## config.mk

```make
export PLATFORM = sky130hd
export DESIGN_NAME = jp_emu
export DESIGN_NICKNAME = d
export VERILOG_FILES = /design/src/rtl/jp_emu_pkg.sv /design/src/rtl/jp_sync.sv /design/src/rtl/jp_emu.sv
export SDC_FILE = /design/constraint.sdc
export NUM_CORES = 1
export LEC_CHECK = 0
export ABC_AREA = 1
export BUFFER_PORTS_ARGS = -buffer_cell sky130_fd_sc_hd__buf_2
export CAP_MARGIN = 10
export CORE_ASPECT_RATIO = 1.25
export CORE_UTILIZATION = 60
export CTS_CLUSTER_SIZE = 10
export DETAILED_ROUTE_END_ITERATION = 10
export PLACE_DENSITY = 0.94
export RECOVER_POWER = 100
export SLEW_MARGIN = 20
export SYNTH_ARGS = -nofsm -noshare
export SYNTH_HDL_FRONTEND = slang
export SYNTH_SLANG_ARGS = --single-unit
```

## constraint.sdc

```tcl
create_clock -name clk -period 2.51 [get_ports clk]
set_clock_uncertainty 0.1 [all_clocks]
set_input_delay 0.1255 -clock clk [delete_from_list [all_inputs] [get_ports clk]]
set_output_delay 0.1255 -clock clk [all_outputs]
set_load 0.02 [all_outputs]
```

## src/rtl/jp_emu_pkg.sv

```systemverilog
// -----------------------------------------------------------------------------
// jp_emu_pkg
// Shared joypad definitions, used by the pad emulator (jp_emu) and by the
// joypad controller block that drives its shift clock and latch.
//   - Button bit positions inside the 8-bit button byte (active-high pressed).
//   - Shift index width and its saturation value (one past the last button).
//   - Per-pad register bundle and the serial-bit helper.
// -----------------------------------------------------------------------------
package jp_emu_pkg;

  localparam int unsigned JP_BTN_W = 8;
  localparam int unsigned JP_IDX_W = 4;
  localparam int unsigned JP_PADS  = 2;
  localparam int unsigned JP_CNT_W = 16;

  // Button bit positions, in the order they are shifted out.
  localparam int unsigned JP_BTN_A      = 0;
  localparam int unsigned JP_BTN_B      = 1;
  localparam int unsigned JP_BTN_SELECT = 2;
  localparam int unsigned JP_BTN_START  = 3;
  localparam int unsigned JP_BTN_UP     = 4;
  localparam int unsigned JP_BTN_DOWN   = 5;
  localparam int unsigned JP_BTN_LEFT   = 6;
  localparam int unsigned JP_BTN_RIGHT  = 7;

  // Shift index saturates here; the serial line then reads as "all ones"
  // to the CPU (driven low on the active-low line).
  localparam logic [JP_IDX_W-1:0] JP_IDX_MAX = 4'd8;

  typedef enum logic {
    PAD1 = 1'b0,
    PAD2 = 1'b1
  } jp_pad_e;

  typedef logic [JP_BTN_W-1:0] jp_btn_t;

  // pending : last accepted host update, waiting for the next latch
  // pend_full: pending holds an update not yet moved to shadow
  // shadow  : button byte being shifted out in the current frame
  typedef struct packed {
    jp_btn_t pending;
    logic    pend_full;
    jp_btn_t shadow;
  } jp_pad_state_t;

  // Active-low serial level for a given shift index.
  function automatic logic jp_serial_bit(input jp_btn_t            sh,
                                         input logic [JP_IDX_W-1:0] idx);
    if (idx >= JP_IDX_MAX) begin
      return 1'b0;
    end
    return ~sh[idx[2:0]];
  endfunction

endpackage

```

## src/rtl/jp_sync.sv

```systemverilog
// -----------------------------------------------------------------------------
// jp_sync
// Two-flop synchronizer for one asynchronous control line, plus a third flop
// that turns the synchronized level into a single-cycle rising-edge pulse.
// Ports:
//   clk     : system clock
//   rst     : synchronous active-high reset (all flops to 0)
//   async_i : asynchronous input line
//   level_o : synchronized level
//   rise_o  : one-cycle pulse on a synchronized 0->1 transition
// -----------------------------------------------------------------------------
module jp_sync (
  input  logic clk,
  input  logic rst,
  input  logic async_i,
  output logic level_o,
  output logic rise_o
);

  logic meta_q;
  logic sync_q;
  logic prev_q;

  // NOTE: non-blocking assignments let each flop sample the previous stage's
  // old value, which is what makes this a shift chain rather than a wire.
  always_ff @(posedge clk) begin
    if (rst) begin
      meta_q <= 1'b0;
      sync_q <= 1'b0;
      prev_q <= 1'b0;
    end else begin
      meta_q <= async_i;
      sync_q <= meta_q;
      prev_q <= sync_q;
    end
  end

  assign level_o = sync_q;
  assign rise_o  = sync_q & ~prev_q;

endmodule

```

## src/rtl/jp_emu.sv

```systemverilog
// -----------------------------------------------------------------------------
// jp_emu
// Emulates two serial game pads. The host posts button bytes through a
// valid/ready handshake; each pad buffers one update and moves it into its
// shadow register on the next controller latch. The controller then clocks
// the shadow out one bit per shift clock on an active-low serial line.
// Ports:
//   clk, rst          : system clock, synchronous active-high reset
//   jp_clk, jp_latch  : controller shift clock / latch (asynchronous to clk)
//   btn_valid/ready   : host update handshake
//   btn_sel           : pad addressed by the update (0 = pad1, 1 = pad2)
//   btn_data          : button byte, active-high pressed
//   jp_data1/2        : registered active-low serial lines
//   poll_cnt          : number of latch rising edges seen, wrapping
// -----------------------------------------------------------------------------
module jp_emu
  import jp_emu_pkg::*;
(
  input  logic                clk,
  input  logic                rst,
  input  logic                jp_clk,
  input  logic                jp_latch,
  input  logic                btn_valid,
  input  logic                btn_sel,
  input  logic [JP_BTN_W-1:0] btn_data,
  output logic                btn_ready,
  output logic                jp_data1,
  output logic                jp_data2,
  output logic [JP_CNT_W-1:0] poll_cnt
);

  logic latch_lvl;
  logic latch_rise;
  logic clk_rise;
  logic unused_clk_lvl;  // only the shift clock's rising edge matters

  jp_sync u_sync_latch (
    .clk     (clk),
    .rst     (rst),
    .async_i (jp_latch),
    .level_o (latch_lvl),
    .rise_o  (latch_rise)
  );

  jp_sync u_sync_clk (
    .clk     (clk),
    .rst     (rst),
    .async_i (jp_clk),
    .level_o (unused_clk_lvl),
    .rise_o  (clk_rise)
  );

  jp_pad_state_t [JP_PADS-1:0] pad_q, pad_d;
  logic [JP_IDX_W-1:0]         idx_q, idx_d;
  logic [JP_CNT_W-1:0]         poll_q, poll_d;
  logic [JP_PADS-1:0]          data_q, data_d;

  logic               handshake;
  logic [JP_PADS-1:0] hs_pad;

  // A pad accepts a new update only once its previous one has been latched.
  assign btn_ready = ~pad_q[btn_sel].pend_full;
  assign handshake = btn_valid & btn_ready;
  assign hs_pad    = {handshake & btn_sel, handshake & ~btn_sel};

  // NOTE: every variable driven here gets a default first, so no path through
  // the block leaves it unassigned and no latch is inferred.
  always_comb begin
    pad_d = pad_q;
    for (int p = 0; p < JP_PADS; p++) begin
      if (latch_rise) begin
        if (hs_pad[p]) begin
          // Update arriving on the latch edge itself goes straight to shadow,
          // so it is neither lost nor delayed by a whole frame.
          pad_d[p].shadow    = btn_data;
          pad_d[p].pend_full = 1'b0;
        end else if (pad_q[p].pend_full) begin
          pad_d[p].shadow    = pad_q[p].pending;
          pad_d[p].pend_full = 1'b0;
        end
      end else if (hs_pad[p]) begin
        pad_d[p].pending   = btn_data;
        pad_d[p].pend_full = 1'b1;
      end
    end
  end

  // Shift index: pinned to the first button while latched, otherwise steps
  // on each shift clock and stops one past the last button.
  always_comb begin
    idx_d = idx_q;
    if (latch_lvl) begin
      idx_d = '0;
    end else if (clk_rise && (idx_q < JP_IDX_MAX)) begin
      idx_d = idx_q + 4'd1;
    end
  end

  always_comb begin
    poll_d = poll_q;
    if (latch_rise) begin
      poll_d = poll_q + 16'd1;
    end
  end

  always_comb begin
    data_d = '0;
    for (int p = 0; p < JP_PADS; p++) begin
      data_d[p] = jp_serial_bit(pad_q[p].shadow, idx_q);
    end
  end

  // NOTE: the button registers are a handful of flops, not a RAM, so they
  // are reset along with the rest of the state; a reset mid-frame therefore
  // leaves nothing stale for the next latch.
  always_ff @(posedge clk) begin
    if (rst) begin
      pad_q  <= '0;
      idx_q  <= '0;
      poll_q <= '0;
      data_q <= '1;
    end else begin
      pad_q  <= pad_d;
      idx_q  <= idx_d;
      poll_q <= poll_d;
      data_q <= data_d;
    end
  end

  assign jp_data1 = data_q[0];
  assign jp_data2 = data_q[1];
  assign poll_cnt = poll_q;

endmodule

```

==> impl_metrics.yaml <==
run_status:
  status: "finished clean"
worst_setup_path:
  critPathLaunchType: "flop"
  r2r-end: "pad_q[16]"
  cp-end-kind: "flop"
  worstReg2RegStart: "pad_q[8]"
  crit_required_ns: 2.63
  r2r_slack_ns: 0.63
  rr_worst_depth: 6
  arrival_ns: 2.00
  critPathMaxFanout: 19
  critPathKind: "reg2reg"
  startpoint: "pad_q[8]"
worst_hold_path:
  whs_path_depth: 3
  min_from: "btn_sel"
  hold_end: "pad_q[25]"
  hp-class: "in2reg"
sta:
  rsz0062_at_grt: "false"
  slew_viol_final: 0
  fmax_ghz: 0.531
  min_period_ns: 1.88
  hold_viol: 0
  whs_ns: 0.0724
  worst_pin_slew_ns: 0.753
  tns_ns: 0
  fin_crit_sh_pct: 75.0
  setup_viol: 0
  relSlewSlack_pct: 49.8
yosys:
  ys_top_cells_by_area: "dfxtp_1 44%, nand2_1 10%, nor2_1 9.5%"
  syn_avg_cell_area_um2: 7.10
  synth_nets: 413
  ys_seq_elements: 62
  syn_inst: 396
  ys_types: 29
  synth_top_area_share_pct: 44.1
  yosysWarnings: 0
  synth.yosys.seq_area_share_pct: 44.1
  netlist_area_mm2: 0.00281
  yosysTopAreaCell: "dfxtp_1"
global_route:
  antenna_found_initial: 0
  grt_start_max_net_pins: 32
  track_usage_pct: 26.9
  grt-ovfl-total: 0
  grt_pass1_wl_um: 10400
  grt_pass1_vias: 2450
detailed_routing:
  via_per_inst: 5.31
  drt_iter0_drc: 221
  postRouteAntennaNets: 0
  drc: 0
  wirelength_um: 6360
  routedWlPerCell_um: 12.7
  drt-pass1-iter-count: 4
  dr_total_vias: 2658
floorplan:
  rows: 27
  initial_utilization_pct: 63.0
  core-area_mm2: 0.00446
  fp.dieW_um: 63.2
  die_h_um: 78.5
  io_pins: 33
  dieArea_mm2: 0.00497
clock_network:
  cts_setup_buffers: 0
  htreeDepth: 3
  ctsLongestPathBuffers: 2
  clock_sinks: 62
  clkTransAtPathRegs_ns: 0.07
  insertion_delay_ns: 0.34
  cts_tree: "built"
  clock-root-buffer: "clkbuf_8"
  cts_made_buffers: 9
placed_design:
  hpwl_um: 4200
  routabilityCongestion: 0.848
  port_buffers: 32
  dp_cells: 475
pwr:
  p_leak_nw: 1.37
  ir_drop_uv: 519
  powerDensity_mw_per_mm2: 671
  power_w: 0.00218
final_layout:
  syn2layout_area_growth_pct: 15.4
  diodes: 0
  layout-drive-gt1-share_pct: 7.90
  nNetsFinal: 455
  utilization_pct: 72.8
  final_cells: 501
job:
  drv_cap: 0
## worst max-delay path by stage
stage                              to  slack [ns]  cells after the start
final                       pad_q[16]        0.63                      6
after global routing        pad_q[10]        0.44                      6
after global placement       pad_q[9]        1.06                      6
after floorplan           poll_cnt[8]        1.09                      8
after detailed placement     pad_q[9]         1.0                      6
after CTS                    pad_q[9]        0.97                      6
## critical path, stage by stage, from the launching register on
cell and delay (ns):
dfxtp_1 0.31, nor2_1 0.16, nand2_1 0.37, inv_1 0.37, nand2_1 0.26, nand2_1 0.12
a21oi_1 0.06
## registers in the layout, summed over array words and instances, names as in the netlist
signal                count
u_sync_clk.meta_q         1
idx_q                     4
u_sync_latch.meta_q       1
u_sync_latch.level_o      1
u_sync_latch.prev_q       1
data_q                    2
pad_q                    34
poll_cnt                 16
u_sync_clk.prev_q         1
u_sync_clk.level_o        1
## metrics by stage
stage | worst slack, ns | instance area [um2]
2_1_floorplan | 1.09 | 2810
3_3_place_gp | 1.06 | 2990
3_5_place_dp | 0.997 | 2990
4_1_cts | 0.967 | 3310
5_1_grt | 0.438 | 3250
6_report | 0.628 | 3250
## synth_stat cells (all sizes together)
cell type and instances:
buf 10, o21a 2, ha 3, nor3b 1, nand3 34, a211oi 10, nand2 77, nor2 78
xor2 1, or2 1, a21oi 16, nand4 4, clkbuf 2, o21bai 2, nor3 3, dfxtp 62
o21ai 40, inv 50
## cell type report
class,count,area (um2)
Multi-Input combinational cell,272,1280
Timing Repair Buffer,43,244
Tap cell,58,72.6
Clock inverter,4,70.1
Inverter,50,190
Sequential cell,62,1240
Clock buffer,12,145
Fill cell,365,1210
## metal layers
metal  vias to the layer above  wire length (um)  global-route usage (%)
met2                        74              3240                    48.4
met5                         -                 0                       0
met3                        14               275                    7.27
met4                         0               125                    11.4
met1                      1222              2720                    29.4
li1                       1348                 -                       -
## layout by cell type, fill, tap and decap left out, types with 13 or more instances in the layout
cell      instances
nand3_1          34
a21oi_1          15
nand2_1          77
dfxtp_1          62
clkbuf_1         21
nor2_1           76
o21ai_0          40
inv_1            49
buf_2            13
## kinds of logic after synthesis
group,count (synthesis),share of synthesized area [%]
AOI/OAI and AO/OA,70,14.5
xor gates and xnor gates,1,0.312
adders and majority gates,3,1.34
buffers and inverters,62,8.90
DFF,62,44.1
and+or+nand+nor,198,30.8
## where the power goes
part | total (W) | switching, W | internal [W]
sequential | 0.00104 | 0.0000209 | 0.00102
combinational | 0.000176 | 0.000113 | 0.0000627
clock | 0.000964 | 0.000381 | 0.000584
total | 0.00218 | 0.000515 | 0.00166
## what timing repair did
action / CTS / global route
resized for setup: 0 / 0
hold buffers: 10 / 0
endpoints found under the hold margin: 17 / 0
No activity file was read; power rests on OpenSTA's default activity.
